### src/rtl/pong_match_controller_if.sv
// Pong match controller bundle: game/display inputs in, match status out.
// Adds hi_tens/hi_ones when PONG_HISCORE_EN is defined.
interface pong_match_controller_if;
  logic       start;
  logic       hit;
  logic       miss;
  logic       vsync;
  logic       ball_enable;
  logic       serve;
  logic       game_over;
  logic [3:0] score_tens;
  logic [3:0] score_ones;
  logic [2:0] lives_left;
  logic [2:0] state;
`ifdef PONG_HISCORE_EN
  logic [3:0] hi_tens;
  logic [3:0] hi_ones;

  modport master (
    output start, hit, miss, vsync,
    input  ball_enable, serve, game_over, score_tens, score_ones,
           lives_left, state, hi_tens, hi_ones
  );
  modport slave (
    input  start, hit, miss, vsync,
    output ball_enable, serve, game_over, score_tens, score_ones,
           lives_left, state, hi_tens, hi_ones
  );
`else
  modport master (
    output start, hit, miss, vsync,
    input  ball_enable, serve, game_over, score_tens, score_ones,
           lives_left, state
  );
  modport slave (
    input  start, hit, miss, vsync,
    output ball_enable, serve, game_over, score_tens, score_ones,
           lives_left, state
  );
`endif
endinterface

### src/rtl/pong_match_controller.sv
// Pong match FSM (score, lives, serve delay, game over); all outputs registered, 1-cycle latency, no backpressure.
// Optional high-score register enabled by PONG_HISCORE_EN.
module pong_match_controller #(
  parameter int LIVES        = 3,
  parameter int SERVE_FRAMES = 60
) (
  input  logic                     Clock,
  input  logic                     Reset,
  pong_match_controller_if.slave   bus
);

  typedef enum logic [2:0] {
    ST_IDLE  = 3'd0,
    ST_SERVE = 3'd1,
    ST_PLAY  = 3'd2,
    ST_OVER  = 3'd3
  } state_t;

  localparam logic [2:0] LIVES_INIT = 3'(LIVES);
  localparam logic [7:0] FRAMES_END = 8'(SERVE_FRAMES);

  state_t     state_q, state_d;
  logic       start_prev_q, start_prev_d;
  logic       hit_prev_q, hit_prev_d;
  logic       miss_prev_q, miss_prev_d;
  logic       vsync_prev_q, vsync_prev_d;
  logic [7:0] frame_cnt_q, frame_cnt_d;
  logic [3:0] tens_q, tens_d;
  logic [3:0] ones_q, ones_d;
  logic [2:0] lives_q, lives_d;
  logic       ball_enable_q, ball_enable_d;
  logic       serve_q, serve_d;
  logic       game_over_q, game_over_d;

  logic       start_rise, hit_rise, miss_rise, vsync_rise;
  logic [7:0] frame_inc;

  assign start_rise = bus.start & ~start_prev_q;
  assign hit_rise   = bus.hit   & ~hit_prev_q;
  assign miss_rise  = bus.miss  & ~miss_prev_q;
  assign vsync_rise = bus.vsync & ~vsync_prev_q;
  assign frame_inc  = frame_cnt_q + 8'd1;

  always_comb begin
    state_d      = state_q;
    frame_cnt_d  = frame_cnt_q;
    tens_d       = tens_q;
    ones_d       = ones_q;
    lives_d      = lives_q;
    serve_d      = 1'b0;
    start_prev_d = bus.start;
    hit_prev_d   = bus.hit;
    miss_prev_d  = bus.miss;
    vsync_prev_d = bus.vsync;

    case (state_q)
      ST_IDLE: begin
        tens_d  = 4'd0;
        ones_d  = 4'd0;
        lives_d = LIVES_INIT;
        if (start_rise) begin
          state_d     = ST_SERVE;
          frame_cnt_d = 8'd0;
        end
      end
      ST_SERVE: begin
        if (vsync_rise) begin
          frame_cnt_d = frame_inc;
          if (frame_inc == FRAMES_END) begin
            state_d = ST_PLAY;
            serve_d = 1'b1;
          end
        end
      end
      ST_PLAY: begin
        // A miss on the same edge as a hit swallows the hit.
        if (miss_rise) begin
          if (lives_q > 3'd1) begin
            lives_d     = lives_q - 3'd1;
            state_d     = ST_SERVE;
            frame_cnt_d = 8'd0;
          end else begin
            lives_d = 3'd0;
            state_d = ST_OVER;
          end
        end else if (hit_rise && !(tens_q == 4'd9 && ones_q == 4'd9)) begin
          if (ones_q == 4'd9) begin
            ones_d = 4'd0;
            tens_d = tens_q + 4'd1;
          end else begin
            ones_d = ones_q + 4'd1;
          end
        end
      end
      ST_OVER: begin
        if (start_rise) begin
          state_d     = ST_SERVE;
          tens_d      = 4'd0;
          ones_d      = 4'd0;
          lives_d     = LIVES_INIT;
          frame_cnt_d = 8'd0;
        end
      end
      default: state_d = ST_IDLE;
    endcase

    ball_enable_d = (state_d == ST_PLAY);
    game_over_d   = (state_d == ST_OVER);
  end

  always_ff @(posedge Clock) begin
    if (Reset) begin
      state_q       <= ST_IDLE;
      start_prev_q  <= 1'b0;
      hit_prev_q    <= 1'b0;
      miss_prev_q   <= 1'b0;
      vsync_prev_q  <= 1'b0;
      frame_cnt_q   <= 8'd0;
      tens_q        <= 4'd0;
      ones_q        <= 4'd0;
      lives_q       <= LIVES_INIT;
      ball_enable_q <= 1'b0;
      serve_q       <= 1'b0;
      game_over_q   <= 1'b0;
    end else begin
      state_q       <= state_d;
      start_prev_q  <= start_prev_d;
      hit_prev_q    <= hit_prev_d;
      miss_prev_q   <= miss_prev_d;
      vsync_prev_q  <= vsync_prev_d;
      frame_cnt_q   <= frame_cnt_d;
      tens_q        <= tens_d;
      ones_q        <= ones_d;
      lives_q       <= lives_d;
      ball_enable_q <= ball_enable_d;
      serve_q       <= serve_d;
      game_over_q   <= game_over_d;
    end
  end

  assign bus.state       = state_q;
  assign bus.ball_enable = ball_enable_q;
  assign bus.serve       = serve_q;
  assign bus.game_over   = game_over_q;
  assign bus.score_tens  = tens_q;
  assign bus.score_ones  = ones_q;
  assign bus.lives_left  = lives_q;

`ifdef PONG_HISCORE_EN
  logic [3:0] hi_tens_q, hi_tens_d;
  logic [3:0] hi_ones_q, hi_ones_d;

  // Packed BCD digits compare correctly as a plain unsigned byte.
  always_comb begin
    hi_tens_d = hi_tens_q;
    hi_ones_d = hi_ones_q;
    if (state_q != ST_OVER && state_d == ST_OVER &&
        {tens_d, ones_d} > {hi_tens_q, hi_ones_q}) begin
      hi_tens_d = tens_d;
      hi_ones_d = ones_d;
    end
  end

  always_ff @(posedge Clock) begin
    if (Reset) begin
      hi_tens_q <= 4'd0;
      hi_ones_q <= 4'd0;
    end else begin
      hi_tens_q <= hi_tens_d;
      hi_ones_q <= hi_ones_d;
    end
  end

  assign bus.hi_tens = hi_tens_q;
  assign bus.hi_ones = hi_ones_q;
`endif

endmodule

### src/flat_wrapper.sv
// flat-port wrapper written by rule: the top's interface ports become plain ports
module pong_match_controller_flat 
#(
  parameter int LIVES        = 3,
  parameter int SERVE_FRAMES = 60
)
  (Clock, Reset, bus_start, bus_hit, bus_miss, bus_vsync, bus_ball_enable, bus_serve, bus_game_over, bus_score_tens, bus_score_ones, bus_lives_left, bus_state);
  pong_match_controller_if bus_i ();
  input  logic Clock;
  input  logic Reset;
  input wire logic [$bits(bus_i.start)-1:0] bus_start;
  input wire logic [$bits(bus_i.hit)-1:0] bus_hit;
  input wire logic [$bits(bus_i.miss)-1:0] bus_miss;
  input wire logic [$bits(bus_i.vsync)-1:0] bus_vsync;
  output wire logic [$bits(bus_i.ball_enable)-1:0] bus_ball_enable;
  output wire logic [$bits(bus_i.serve)-1:0] bus_serve;
  output wire logic [$bits(bus_i.game_over)-1:0] bus_game_over;
  output wire logic [$bits(bus_i.score_tens)-1:0] bus_score_tens;
  output wire logic [$bits(bus_i.score_ones)-1:0] bus_score_ones;
  output wire logic [$bits(bus_i.lives_left)-1:0] bus_lives_left;
  output wire logic [$bits(bus_i.state)-1:0] bus_state;
  assign bus_i.start = bus_start;
  assign bus_i.hit = bus_hit;
  assign bus_i.miss = bus_miss;
  assign bus_i.vsync = bus_vsync;
  assign bus_ball_enable = bus_i.ball_enable;
  assign bus_serve = bus_i.serve;
  assign bus_game_over = bus_i.game_over;
  assign bus_score_tens = bus_i.score_tens;
  assign bus_score_ones = bus_i.score_ones;
  assign bus_lives_left = bus_i.lives_left;
  assign bus_state = bus_i.state;
  pong_match_controller #(.LIVES(LIVES), .SERVE_FRAMES(SERVE_FRAMES)) u_core (.Clock(Clock), .Reset(Reset), .bus(bus_i));
endmodule
### config.mk
export PLATFORM = sky130hd
export DESIGN_NAME = pong_match_controller_flat
export DESIGN_NICKNAME = d
export VERILOG_FILES = /design/src/rtl/pong_match_controller_if.sv /design/src/rtl/pong_match_controller.sv /design/src/flat_wrapper.sv
export SDC_FILE = /design/constraint.sdc
export NUM_CORES = 1
export LEC_CHECK = 0
export BUFFER_PORTS_ARGS = -buffer_cell sky130_fd_sc_hd__buf_2
export CAP_MARGIN = 40
export CORE_MARGIN = 8
export CORE_UTILIZATION = 56
export CTS_CLUSTER_DIAMETER = 30
export DETAILED_ROUTE_END_ITERATION = 16
export PLACE_DENSITY_LB_ADDON = 0.05
export SLEW_MARGIN = 20
export SYNTH_ARGS = -nofsm -noshare
export SYNTH_HDL_FRONTEND = slang
export SYNTH_SLANG_ARGS = --single-unit
### constraint.sdc
create_clock -name Clock -period 1.9 [get_ports Clock]
set_input_delay 0.38 -clock Clock [delete_from_list [all_inputs] [get_ports Clock]]
set_output_delay 0.38 -clock Clock [all_outputs]
set_load 0.03 [all_outputs]
After elaboration in Yosys (flattened, before gate mapping)
Index checks and enable logic that the tools add are counted.
{"block": "totals", "in_bits": 6, "register_bits": 29, "output_inout_bits": 17, "wordCells": 80}
{"block": "op_classes", "order_cmp": 1, "n_reduce_logical": 12, "mux": 25, "eq_ne": 16, "bitwise": 10, "add_sub_neg": 4}
{"op": "8-bit 2-to-1 mux", "n": 4}
{"op": "4-bit 2-to-1 mux", "n": 7}
{"op": "4-bit case mux with 3 select lines", "n": 2}
{"op": "8-bit case mux with 3 select lines", "n": 1}
{"op": "3-bit 2-to-1 mux", "n": 7}
{"op": "3-bit case mux with 3 select lines", "n": 2}
{"op": "2-bit by 1-bit != test with 1-bit output (second input constant)", "n": 7}
{"op": "3-bit by 2-bit == test with 1-bit output (second input constant)", "n": 4}
{"op": "5-bit AND reduction", "n": 2}
{"op": "4-bit by 1-bit adder with 4-bit output (second input constant)", "n": 2}
{"op": "8-bit by 1-bit adder with 8-bit output (second input constant)", "n": 1}
{"op": "4-bit == test (second input constant)", "n": 2}
{"op": "8-bit by 6-bit == test with 1-bit output (second input constant)", "n": 1}
{"op": "1-bit inverter", "n": 6}
{"op": "3-bit nonzero test", "n": 2}
{"op": "1-bit bitwise AND", "n": 4}
{"op": "4-bit AND reduction", "n": 1}
{"op": "3-bit by 1-bit == test with 1-bit output (second input constant)", "n": 1}
{"op": "3-bit by 1-bit greater-than comparator with 1-bit output (second input constant)", "n": 1}
{"op": "3-bit logical NOT", "n": 1}
{"op": "3-bit AND reduction", "n": 1}
{"op": "3-bit OR reduction", "n": 1}
{"op": "3-bit by 1-bit subtractor with 3-bit output (second input constant)", "n": 1}
{"op": "1-bit logical AND", "n": 2}
{"op": "other kinds (5)", "n": 5}

Depth between registers and ports, before layout
Gate-level depths: netlist (run 1).
{"block": "depth", "ltp_word": 7, "ltp_mapped": 7, "mapped_depth_nobuf": 6}

Worst setup path before layout (run 1)
Ideal clock, no wire load.
{"block": "synth_path", "kind": "register to register", "startpoint": "register u_core.tens_q[1] (netlist: u_core.bus.score_tens[1])", "endpoint": "register u_core.ones_q[0] (netlist: u_core.bus.score_ones[0])", "stages_incl_launch_ff": 8, "period_less_slack_ns": 2.013, "setup_time_ns": 0.080, "path_slack_ns": -0.113, "arrival_time_ns": 1.933, "required_ns": 1.820, "path_buffers": 1, "cell_sequence": "dfxtp_1 inv_1 ha_1 and3b_1 and3_1 buf_6 or4_4 a211oi_2"}
{"block": "synth_between", "elab_chain_cells": 6}
{"item": "start, declared", "line": "pong_match_controller.sv:28", "text": "logic [3:0] tens_q, tens_d;"}
{"item": "start signal, assigned", "line": "pong_match_controller.sv:132", "text": "tens_q <= tens_d;"}
{"item": "4-bit == test", "line": "pong_match_controller.sv:86", "text": "end else if (hit_rise && !(tens_q == 4'd9 && ones_q == 4'd9)) begin"}
{"item": "1-bit logical AND", "line": "pong_match_controller.sv:86"}
{"item": "1-bit logical NOT", "line": "pong_match_controller.sv:86"}
{"item": "1-bit logical AND", "line": "pong_match_controller.sv:86"}
{"item": "2-bit by 1-bit != test with 1-bit output (no source line)"}
{"item": "4-bit AND reduction (no source line)"}
{"item": "end signal, assigned", "line": "pong_match_controller.sv:133", "text": "ones_q <= ones_d;"}
{"item": "end, declared", "line": "pong_match_controller.sv:29", "text": "logic [3:0] ones_q, ones_d;"}
No other way between the ends.
A chain may end at the register's enable or synchronous reset.

Final worst setup path (run 1)
{"block": "layout_path", "startpoint": "register u_core.lives_q[1] (netlist: u_core.bus.lives_left[1])", "endpoint": "register u_core.frame_cnt_q[1]"}
{"block": "layout_between", "elab_chain_cells": 3}
{"item": "start, declared", "line": "pong_match_controller.sv:30", "text": "logic [2:0] lives_q, lives_d;"}
{"item": "start signal, assigned", "line": "pong_match_controller.sv:134", "text": "lives_q <= lives_d;"}
{"item": "3-bit by 1-bit greater-than comparator with 1-bit output", "line": "pong_match_controller.sv:78", "text": "if (lives_q > 3'd1) begin"}
{"item": "2-bit by 1-bit != test with 1-bit output (no source line)"}
{"item": "5-bit AND reduction (no source line)"}
{"item": "end signal, assigned", "line": "pong_match_controller.sv:131", "text": "frame_cnt_q <= frame_cnt_d;"}
{"item": "end, declared", "line": "pong_match_controller.sv:27", "text": "logic [7:0] frame_cnt_q, frame_cnt_d;"}
No other way between the ends.

==> flow_results.org, run 1 <==
** Synth
- Mapped Cells :: around 180
- Post-Synthesis Cell Area :: around 0.0016 mm^2
- Post-Syn Nets :: 194
- Top cell types by occurrence after synthesis :: 29 x dfxtp_1, 10 x a21oi_1, 9 x nand2_1, 9 x nand2b_1, 8 x inv_1
- Counting flops with an async set or reset pin after synthesis yields a share of 0%.
- Flop and latch count out of synthesis :: 29
- Number of enable flip-flop cells after synthesis :: 0
- Largest cells by area after synthesis :: dfxtp_1 36%, ha_1 5.4%, nand2b_1 3.4%, a21oi_1 3.1%, nor2b_1 2.7%
- After synthesis, the mean cell area works out to between 9 and 10 um^2.
- Area share of the leading cell type in the synthesized netlist :: 35.5%
- Unique masters post-synth :: 56
- Of the synthesized area, sequential elements account for a little over a third.
- Synth Flop Type :: dfxtp_1
- Cell with the most instances after synthesis :: dfxtp_1
- Warnings from Yosys :: 0
- Library cell occupying the most area in the post-synthesis netlist :: dfxtp_1

** Placed design
- During placement, the flow inserted port buffers numbering 22.
- Placer Congestion :: 0.875
- Worst slack, placed :: 104 ps
- Placed Cells :: 232
- The HPWL after detailed placement is 2660 um.

** Setup path
- The worst register-to-register path begins at u_core.bus.lives_left[1]$_SDFFE_PP1P_.
- Reg2reg path depth :: 7
- In this run the critical register-to-register path is captured at u_core.frame_cnt_q[1]$_SDFFE_PP0P_.
- Across all register-to-register paths, the minimum setup slack is 100 ps.
- In this run the worst path has a maximum fanout of 8.
- Critical path arrival :: just over 2000 ps
- STA classifies the critical path endpoint as a flip-flop.
- STA classifies the critical path startpoint as a flip-flop.
- At the worst endpoint, the required time is approximately 2200 ps.
- The critical path is of the reg2reg type.

** Status
- Run status :: finished, final reports clean

** Timing
- At the pin with the least slew margin, the transition time is 536 ps.
- Measured against its own limit, the worst slew margin works out to 64.3%.
- In the post-route analysis, the smallest setup slack over all paths is ~97 ps.
- Final Hold Vio Count :: 0
- Of the available clock period, the critical path in the final layout requires 94.9%.
- On the final layout, the worst clock skew is approximately 12 ps.
- Fmax :: 555 MHz
- Time the worst path needs with I/O delays and setup :: 1800 ps
- Unrepaired setup endpoints after global routing :: false
- After routing, the total negative slack on setup checks comes to 0 ps.
- Fin. max-slew vios :: 0
- Number of setup violations in the final report :: 0

** Floorplanning
- Die Footprint :: 0.00490 mm^2
- Ports placed on the boundary :: 23
- Measured along the x axis, the die boundary spans 70.0 um.
- Row Count :: 19
- After floorplanning, the core was sized to cover 0.00276 mm^2.
- Initial Util :: 59.3%
- The die is 70.0 um tall.

** GRT
- Largest net degree at the start of global routing :: 32
- Number of global-route vias before repair :: around 1400
- Global-route wire length before repair :: 6220 um
- The initial antenna violation count is 0.
- After global routing the overflow that remains totals 0.
- Across every metal layer, demand over resource in global routing totals 15.1%.

** Clocking
- The H-tree was split into 2 levels.
- Largest buffer count on any clock path :: 2
- TritonCTS created 5 clock buffers.
- TritonCTS built the clock tree.
- CTS clk-pin slew, worst paths :: ~90 ps
- Clock tree synthesis found a total of 29 sinks.
- The root buffer cell chosen for the clock tree is clkbuf_4.
- At the later pin of the worst-skew pair, clock insertion delay measures 330 ps.

** Route
- Remaining antenna violation count :: 0
- In the routed design, unresolved DRC markers number 0.
- Dividing the detail-routed via count by the number of cells gives 6.21.
- Detailed Route WL :: 3690 um
- Initial detailed-routing violation count :: 152
- The routed layout has 1485 vias.
- Before antenna repair, the detailed router went through 4 iterations.
- Routed length per instance :: 15.4 um

** Final layout
- Final #Nets :: 221
- Growth of design area from synthesis to finish :: 13.9%
- 0 antenna diodes ended up in the layout.
- Fraction of layout instances using a drive strength above 1 :: between 20% and 30%
- Finished Layout Cells :: 239
- Once layout is complete, the utilization of the core stands at 67.5%.
- The filler cells instantiated in the layout total 240.

** Power and ir drop
- Maximum ir drop on the vdd rail :: 0.000497 V
- Leak Pwr :: 0.753 nW
- Pwr Density :: around 610 mW/mm^2
- Total design power :: 1.14 mW

** Hold path
- Along the worst hold path, the cell count comes to 2.
- For hold timing, the worst endpoint is u_core.hit_prev_q$_SDFF_PP0_.
- The tightest min-delay check is of the in2reg type.
- The worst hold path begins at bus_hit.

** Run
- # Max-Cap Violations :: 0
[layer usage]
metal  up-vias  track usage, %  share of wire (%)
li1        739               -                  -
met1       699            16.8                 46
met5         -               0                  0
met2        42            24.5                 48
met3         5            5.51                5.2
met4         0            7.81                1.4
[cells in the final DEF (no fill, tap or decap), drive strengths merged, types with 3 or more instances in the layout]
cell type | Yosys | layout
a211oi | 5 | 5
a21o | 4 | 4
a21oi | 10 | 10
a311oi | 3 | 3
and3 | 5 | 5
buf | 4 | 31
clkbuf | 7 | 7
dfxtp | 29 | 29
ha | 7 | 7
inv | 8 | 8
nand2 | 9 | 9
nand2b | 9 | 9
nand3 | 6 | 6
nand3b | 3 | 3
nor2 | 6 | 6
nor2b | 7 | 7
nor3 | 4 | 4
o2111ai | 3 | 3
o21a | 3 | 3
o21ai | 5 | 5
o22ai | 3 | 3
or3 | 3 | 3
[flip-flops by register name (all words and copies together) (netlist names)]
name,cells
u_core.frame_cnt_q,8
u_core.bus.score_ones,4
u_core.bus.score_tens,4
u_core.bus.lives_left,3
u_core.bus.state,3
u_core.bus.ball_enable,1
u_core.bus.game_over,1
u_core.bus.serve,1
u_core.hit_prev_q,1
u_core.miss_prev_q,1
u_core.start_prev_q,1
u_core.vsync_prev_q,1
[logic make-up after synthesis]
family                   share of synthesized area (%)
AO/OA/AOI/OAI                                     28.2
adder cells (fa/ha/maj)                           5.36
buffers and inverters                             5.51
flip-flops                                        35.5
multiplexers                                     0.613
other                                            0.229
AND/OR/NAND/NOR                                   24.6
[layout make-up]
| class | instances | area, um^2 | share of cell area (%) |
|---|---|---|---|
| Inverter | 8 | 30.0 | 1.61 |
| Timing Repair Buffer | 31 | 178 | 9.54 |
| Tap cell | 31 | 38.8 | 2.08 |
| Multi-Input combinational cell | 133 | 976 | 52.4 |
| Clock buffer | 7 | 55.1 | 2.96 |
| Sequential cell | 29 | 584 | 31.4 |
[report_power, final]
part / leakage (nW) / internal, mW / switching [mW]
clock: 0.0314 / 0.174 / 0.213
sequential: 0.236 / 0.617 / 0.00967
combinational: 0.486 / 0.0490 / 0.0738
[worst max-delay path by stage]
stage | start | end | slack [ps] | depth (start not counted)
detailed placement | u_core.bus.lives_left[1]$_SDFFE_PP1P_ | u_core.frame_cnt_q[7]$_SDFFE_PP0P_ | 100 | 7
CTS | u_core.bus.lives_left[1]$_SDFFE_PP1P_ | u_core.frame_cnt_q[1]$_SDFFE_PP0P_ | 90 | 7
floorplan | u_core.bus.score_tens[0]$_SDFFE_PP0P_ | u_core.bus.score_ones[0]$_SDFFE_PP0P_ | 10 | 6
finish | u_core.bus.lives_left[1]$_SDFFE_PP1P_ | u_core.frame_cnt_q[1]$_SDFFE_PP0P_ | 100 | 7
global route | u_core.bus.score_ones[1]$_SDFFE_PP0P_ | u_core.bus.score_ones[0]$_SDFFE_PP0P_ | 0.6 | 6
global placement | u_core.bus.lives_left[1]$_SDFFE_PP1P_ | u_core.frame_cnt_q[1]$_SDFFE_PP0P_ | 140 | 7
[critical path, stage by stage, from the launching register on]
cell       delay, ps
dfxtp_2          350
inv_1             60
ha_1             170
o21bai_1         180
a21o_1           250
a2111oi_4        340
buf_4            210
mux2i_1          170
[metrics by stage]
step                      instance area [um^2]  hold WS [ps]
after floorplan                           1640           452
after global placement                    1790           465
after detailed placement                  1790           488
after CTS                                 1850           262
after global routing                      1860           283
final                                     1860           274
[what timing repair did]
item                       in CTS  in global routing
setup endpoints to repair       0                  2
resized for setup               0                  2
hold buffers                    0                  0
buffers inserted                0                  0
No activity file was read; power rests on OpenSTA's default activity.
==> run 2: changes to the inputs <==
- HOLD_SLACK_MARGIN: default -> 0.03
- REMOVE_ABC_BUFFERS: default -> 1
==> run 2 against run 1 <==
Effect of this change: combinational power about the same; maximum frequency up 1.4%; non-clock buffer count up 4; worst hold slack better by 10 ps; critical path type unchanged; critical endpoint is now u_core.bus.score_ones[0]$_SDFFE_PP0P_; largest cell class unchanged.
==> flow_results.org, run 2 (synthesis results as in run 1) <==
** Status
- Run status :: finished, final reports clean

** Final layout
- The register with the most flip-flops in the final layout is u_core.frame_cnt_q.
- The flip-flop count of the largest register, all copies and words added is 8 (unchanged).
- The number of inserted diodes is 0 (unchanged).
- Final #Nets :: 225 (+1.8%)
- The library cells used most frequently in the layout, excluding fill and tap cells, are 28 x dfxtp_1, 22 x buf_2, 12 x buf_4, 10 x a21oi_1.
- Most common cell after layout, fill and taps aside :: dfxtp_1
- Growth of design area from synthesis to finish :: 15.0%
- The share of the core filled with cells was 68.1% (+0.64 points).
- Fraction of layout instances using a drive strength above 1 :: 24.9% (-0.12 points)
- The final standard cell count with taps included and fillers excluded is 244 (+2.1%).
- Fill count :: 227 (-5.4%)

** Timing
- Fmax :: 562 MHz (+1.4%)
- Slew margin rel. :: 65.8% (+1.5 points)
- The clock tree skew after final layout was 9.93 ps (-2.22 ps).
- Setup repair after global routing left no endpoint under its margin.
- Slew at the pin closest to its max-slew limit :: 513 ps (-23.0 ps)
- Fin. max-slew vios :: 0 (unchanged)
- The final count of negative-setup-slack endpoints was 0 (unchanged).
- Crit share post-route :: 93.6% (-1.3 points)
- Final Hold Vio Count :: 0 (unchanged)
- Post-route setup slack :: 122 ps (+24.7 ps)
- Time the worst path needs with I/O delays and setup :: 1780 ps (-24.7 ps)
- The final setup TNS came to 0 ps (unchanged).

** Floorplanning
- Placeable core region :: 0.00276 mm^2 (unchanged)
- The effective utilization at floorplan was 59.3% (unchanged).
- The total die area was 0.00490 mm^2 (unchanged).
- Row Count :: 19 (unchanged)
- The I/O pin count was 23 (unchanged).
- The floorplan die height came to 70.0 um (unchanged).
- The die extent in x was 70.0 um (unchanged).

** GRT
- Global-route wire length before repair :: 5980 um (-3.8%)
- The overall routing resource usage is 14.5% (-0.57 points).
- The maximum number of pins on one net before global-route repair is 32 (unchanged).
- The global-route congestion overflow total came to 0 (unchanged).
- The number of global-route vias before repair is 1382 (-3.4%).
- Antenna violations before repair :: 0 (unchanged)

** Placed design
- Count of port buffers added during placement :: 22 (unchanged)
- Total half-perimeter wirelength after legalization and detailed placement :: 2590 um (-2.8%)
- The post-placement cell count was 236 (+1.7%).
- The placer congestion estimate came to 0.838 (-4.3%).
- Worst slack, placed :: 48.1 ps (-56.1 ps)

** Route
- Detailed Route WL :: 3530 um (-4.5%)
- Initial detailed-routing violation count :: 103 (-32%)
- Routed length per instance :: 14.5 um (-6.4%)
- Via-to-Cell Ratio :: 5.97 (-3.9%)
- Iteration count of the initial detailed-routing pass :: 4 (unchanged)
- The total via count after detailed routing was 1457 (-1.9%).
- DRC Markers :: 0 (unchanged)
- The remaining antenna violation count after routing is 0 (unchanged).

** Clocking
- TritonCTS Sinks :: 29 (unchanged)
- Hold-fix buffer count after cts :: 0 (unchanged)
- The count of buffers added by post-CTS timing repair for setup came to 0 (unchanged).
- The clock network latency to the later pin of the worst-skew pair is 330 ps (about the same).
- The deepest clock path buffer count was 2 (unchanged).
- In this run the clock root is driven by a clkbuf_4.
- Resize count post-CTS :: 0 (unchanged)
- TritonCTS built the clock tree.
- The clock-pin slew on the worst setup and hold paths was 90 ps (about the same).
- The number of levels in the clock H-tree came to 2 (unchanged).
- The TritonCTS buffer count is 5 (unchanged).

** Setup path
- Startpoint type of the worst setup path :: flip-flop
- The largest driver fanout on the critical path was 6 (-2).
- Critical path start-end classification :: reg2reg
- The data required time at the worst endpoint is 2150 ps (about the same).
- The worst setup path is captured at a flip-flop.
- The arrival time reported for the critical path endpoint is 2030 ps (-40 ps).
- Setup slack of the worst register-to-register path :: 120 ps (+20 ps)

** Hold path
- The path class of the tightest hold or removal check is in2reg.

** Power and ir drop
- Pwr Density :: 583 mW/mm^2 (-4.5%)
- The maximum resistive drop on vdd is 0.000496 V (-0.25%).
- The reported leakage power is 0.765 nW (+1.5%).

** Run
- The max-capacitance violation count came to 0 (unchanged).
run 2: changes by cell type in the layout (fill, tap and decap cells not counted), sizes merged:
cell	before	now
buf	31	35
clkbuf	7	8
run 2: power breakdown:
group          switching [mW]  total (mW)  internal [mW]
registers             0.00813       0.625          0.617
clock network           0.201       0.348          0.147
logic                  0.0728       0.123         0.0504
run 2: critical path, cell delays in order (launching register included):
cell and delay (ps):
dfxtp_2 350, inv_1 60, ha_1 180, and3b_1 200, and3_4 220, or4_4 470, a211oi_2 240
run 2: metal layers:
| metal | vias to the layer above | GRT usage (%) | share of wire (%) |
|---|---|---|---|
| li1 | 744 | - | - |
| met1 | 675 | 16.1 | 45 |
| met2 | 30 | 23.9 | 49 |
| met3 | 8 | 6.07 | 4.9 |
| met4 | 0 | 5.80 | 1.4 |
| met5 | - | 0 | 0 |
run 2: path summary, 6_finish.rpt:
path	from	endpoint	cells past startpoint
max	u_core.bus.score_tens[1]$_SDFFE_PP0P_	u_core.bus.score_ones[0]$_SDFFE_PP0P_	6
min	bus_hit	u_core.hit_prev_q$_SDFF_PP0_	2
max reg2reg	u_core.bus.score_tens[1]$_SDFFE_PP0P_	u_core.bus.score_ones[0]$_SDFFE_PP0P_	6
min reg2reg	u_core.frame_cnt_q[7]$_SDFFE_PP0P_	u_core.frame_cnt_q[7]$_SDFFE_PP0P_	1
run 2: area by class of cell:
type	count	area [um^2]	share of cell area (%)
inverters	8	30.0	1.60
multi-input cells	133	968	51.5
clock buffers	8	48.8	2.60
repair buffers	35	211	11.3
flip-flops and latches	29	582	31.0
well taps	31	38.8	2.06
run 2: metrics by stage:
step | instance area (um^2) | power [mW] | hold slack, ps
after global routing | 1880 | 1.15 | 281
after floorplan | 1570 | 0.713 | 444
after CTS | 1870 | 1.11 | 278
after detailed placement | 1820 | 0.761 | 477
after global placement | 1820 | 0.758 | 472
final | 1880 | 1.10 | 285
==> run 3: changes to the inputs <==
- GPL_TIMING_DRIVEN: default -> 0
- SLEW_MARGIN: 20 -> default
==> run 3 against run 2 <==
Effect of this change: final area shrank 3.4%; largest cell class unchanged; worst setup slack worse by 34 ps; wire length decreased by 0.45%; critical endpoint unchanged.
==> flow_results.org, run 3 (synthesis results as in run 1) <==
** Status
- The flow ran to the end, and the final reports show no timing, DRC or antenna violations.

** Clocking
- The TritonCTS buffer count came to 5 (unchanged).
- The number of clock sinks is 29 (unchanged).
- Root buffer selected by CTS :: clkbuf_4
- # H-tree levels :: 2 (unchanged)
- The clock network latency to the later pin of the worst-skew pair is 330 ps (about the same).
- Largest buffer count on any clock path :: 2 (unchanged)
- TritonCTS built the clock tree.
- The clock-pin slew on the worst setup and hold paths was 90 ps (about the same).
- Hold-fix buffer count after cts :: 0 (unchanged)

** Timing
- The final count of negative-setup-slack endpoints is 0 (unchanged).
- Fin. max-slew vios :: 0 (unchanged)
- The highest attainable clock frequency was 552 MHz (-1.9%).
- The worst slew margin relative to its limit was 51.7% (-14 points).
- Crit share post-route :: 95.4% (+1.8 points)
- The final setup TNS was 0 ps (unchanged).
- The shortest clock period the worst path allows after layout is 1810 ps (+34.0 ps).
- The tightest hold margin came to 270 ps (-14.8 ps).
- The hold violation count in the final report was 0 (unchanged).
- The clock tree skew after final layout is 11.2 ps (+1.27 ps).
- The transition time at the pin with the least slew margin was 723 ps (+210 ps).

** Final layout
- The flip-flop count of the largest register, all copies and words added was 8 (unchanged).
- The register with the most flip-flops in the final layout is u_core.frame_cnt_q.
- The final-stage net count was 215 (-4.4%).
- Ant diodes :: 0 (unchanged)
- Fill count :: 245 (+7.9%)
- The fraction of layout cells with a size suffix above 1 came to 22.7% (-2.2 points).
- Most frequent cells in the layout :: 25 x dfxtp_1, 22 x buf_2, 10 x a21oi_1, 9 x nand2b_1, 9 x nand2_1
- Growth of design area from synthesis to finish :: 11.1%
- Leaving out fill and tap cells, the most frequent cell in the layout is dfxtp_1.

** Route
- The total via count after detailed routing is 1405 (-3.6%).
- Via-to-Cell Ratio :: 6.00 (+0.55%)
- The number of iterations in the first detailed-routing pass was 4 (unchanged).
- Detailed Route WL :: 3510 um (-0.45%)
- Remaining antenna violation count :: 0 (unchanged)
- The DRC violation count after routing came to 0 (unchanged).
- Initial detailed-routing violation count :: 117 (+14%)
- The routed length per placed instance is 15.0 um (+3.8%).

** Power and ir drop
- Combinational fraction of design power :: 9.9% (-1.3 points)
- The fraction of power consumed by sequential logic came to 58.0% (+1.0 points).
- Leak Pwr :: 0.717 nW (-6.3%)
- The post-layout total power is 1.09 mW (-0.65%).
- The internal power consumption was 0.806 mW (-1.1%).
- Maximum ir drop on the vdd rail :: 0.000530 V (+6.9%)
- Net switching power figure :: 0.283 mW (+0.57%)
- The switching part of the total came to 26.0% (+0.32 points).
- The areal power density over the cells is 600 mW/mm^2 (+2.8%).
- Fraction of power consumed by the clock network :: 32.1% (+0.4 points)

** Setup path
- STA classifies the critical path startpoint as a flip-flop.
- RR Startpoint :: u_core.bus.score_tens[1]$_SDFFE_PP0P_
- Critical path arrival :: 2070 ps (+40 ps)
- The largest driver fanout on the critical path came to 6 (unchanged).
- Slowest stage cell, crit path :: or4_4
- The combined buffer and inverter count along the critical path is 1 (unchanged).
- STA classifies the critical path endpoint as a flip-flop.
- The worst setup path is of the reg2reg kind.
- Crit path launch :: u_core.bus.score_tens[1]$_SDFFE_PP0P_
- The kind of cell with the highest combined delay along the critical path is simple AND/OR/NAND/NOR gates.
- Traced cell by cell, the critical path runs through inv_1 -> ha_1 -> and3b_1 -> and3_2 -> or4_4 -> a211oi_2.
- Max incr delay on CP :: 480 ps (about the same)
- Required time worst endpoint :: 2160 ps (about the same)

** Floorplanning
- Placeable core region :: 0.00276 mm^2 (unchanged)
- The count of standard-cell rows came to 19 (unchanged).
- The floorplan die height is 70.0 um (unchanged).
- The effective utilization at floorplan was 59.3% (unchanged).
- The total die area is 0.00490 mm^2 (unchanged).
- Ports placed on the boundary :: 23 (unchanged)
- The die extent in x was 70.0 um (unchanged).

** GRT
- Overflow left after global routing :: 0 (unchanged)
- Antenna violations before repair :: 0 (unchanged)
- Largest net degree at the start of global routing :: 32 (unchanged)
- Overall global routing resource usage :: 14.6% (+0.054 points)
- The number of global-route vias before repair was 1369 (-0.94%).
- The wire length of the first global-routing pass was 6040 um (+1.0%).

** Run
- The max-capacitance violation count came to 0 (unchanged).

** Hold path
- The path class of the tightest hold or removal check is in2reg.
- Start point of the worst min-delay path :: bus_hit

** Placed design
- Placer Congestion :: 0.845 (+0.88%)
- Total half-perimeter wirelength after legalization and detailed placement :: 2490 um (-3.9%)
- Count of port buffers added during placement :: 22 (unchanged)
run 3: per-layer routing:
layer / vias to the layer above / share of wire (%) / global-route usage, % / wire, um
met4: 0 / 1.8 / 6.47 / 63
met1: 652 / 44 / 15.6 / 1560
li1: 721 / - / - / -
met3: 8 / 5.0 / 5.79 / 174
met5: - / 0 / 0 / 0
met2: 24 / 49 / 24.6 / 1710
run 3: final timing paths:
check	cells past startpoint	to	slack [ps]
hold / removal	2	u_core.hit_prev_q$_SDFF_PP0_	270
hold reg to reg	2	u_core.frame_cnt_q[1]$_SDFFE_PP0P_	510
setup reg to reg	6	u_core.bus.score_ones[0]$_SDFFE_PP0P_	90
setup / recovery	6	u_core.bus.score_ones[0]$_SDFFE_PP0P_	90
run 3: worst reg2reg max path: cells and delay by family (launching register included):
kind / cells / cell delay [ps]
DFF: 1 / 350
buffers and inverters: 1 / 60
AOI/OAI and AO/OA: 1 / 210
adders and majority gates: 1 / 170
and+or+nand+nor: 3 / 960
run 3: power by group through the flow:
stage | clock, mW | sequential [mW] | combinational (mW)
finish | 0.350 | 0.632 | 0.107
global route | 0.390 | 0.634 | 0.117
CTS | 0.365 | 0.631 | 0.107
detailed placement | 0 | 0.645 | 0.104
global placement | 0 | 0.644 | 0.102
floorplan | 0 | 0.652 | 0.0612
run 3: repair_timing:
item	4_1_cts	5_1_grt
gates resized for setup	2	5
endpoints found under the setup margin	12	5
buffers inserted	1	2
pin swaps	1	0
endpoints found under the hold margin	0	0
run 3: layout make-up:
class	instances	area [um^2]	share of cell area, %
multi-input cells	133	980	54.0
flip-flops and latches	29	586	32.3
repair buffers	25	133	7.31
clock buffers	8	48.8	2.69
well taps	31	38.8	2.14
inverters	8	30.0	1.65
run 3: stage by stage:
stage | worst slack, ps | utilization (%) | std cells | instance area [um^2]
after floorplan | -95.4 | - | 170 | 1570
after global placement | -39.0 | 62.5 | 223 | 1720
after detailed placement | -82.1 | 62.5 | 223 | 1720
after CTS | 24.2 | 65.1 | 232 | 1790
after global routing | -3.09 | 65.8 | 234 | 1820
final | 87.5 | 65.8 | 234 | 1820
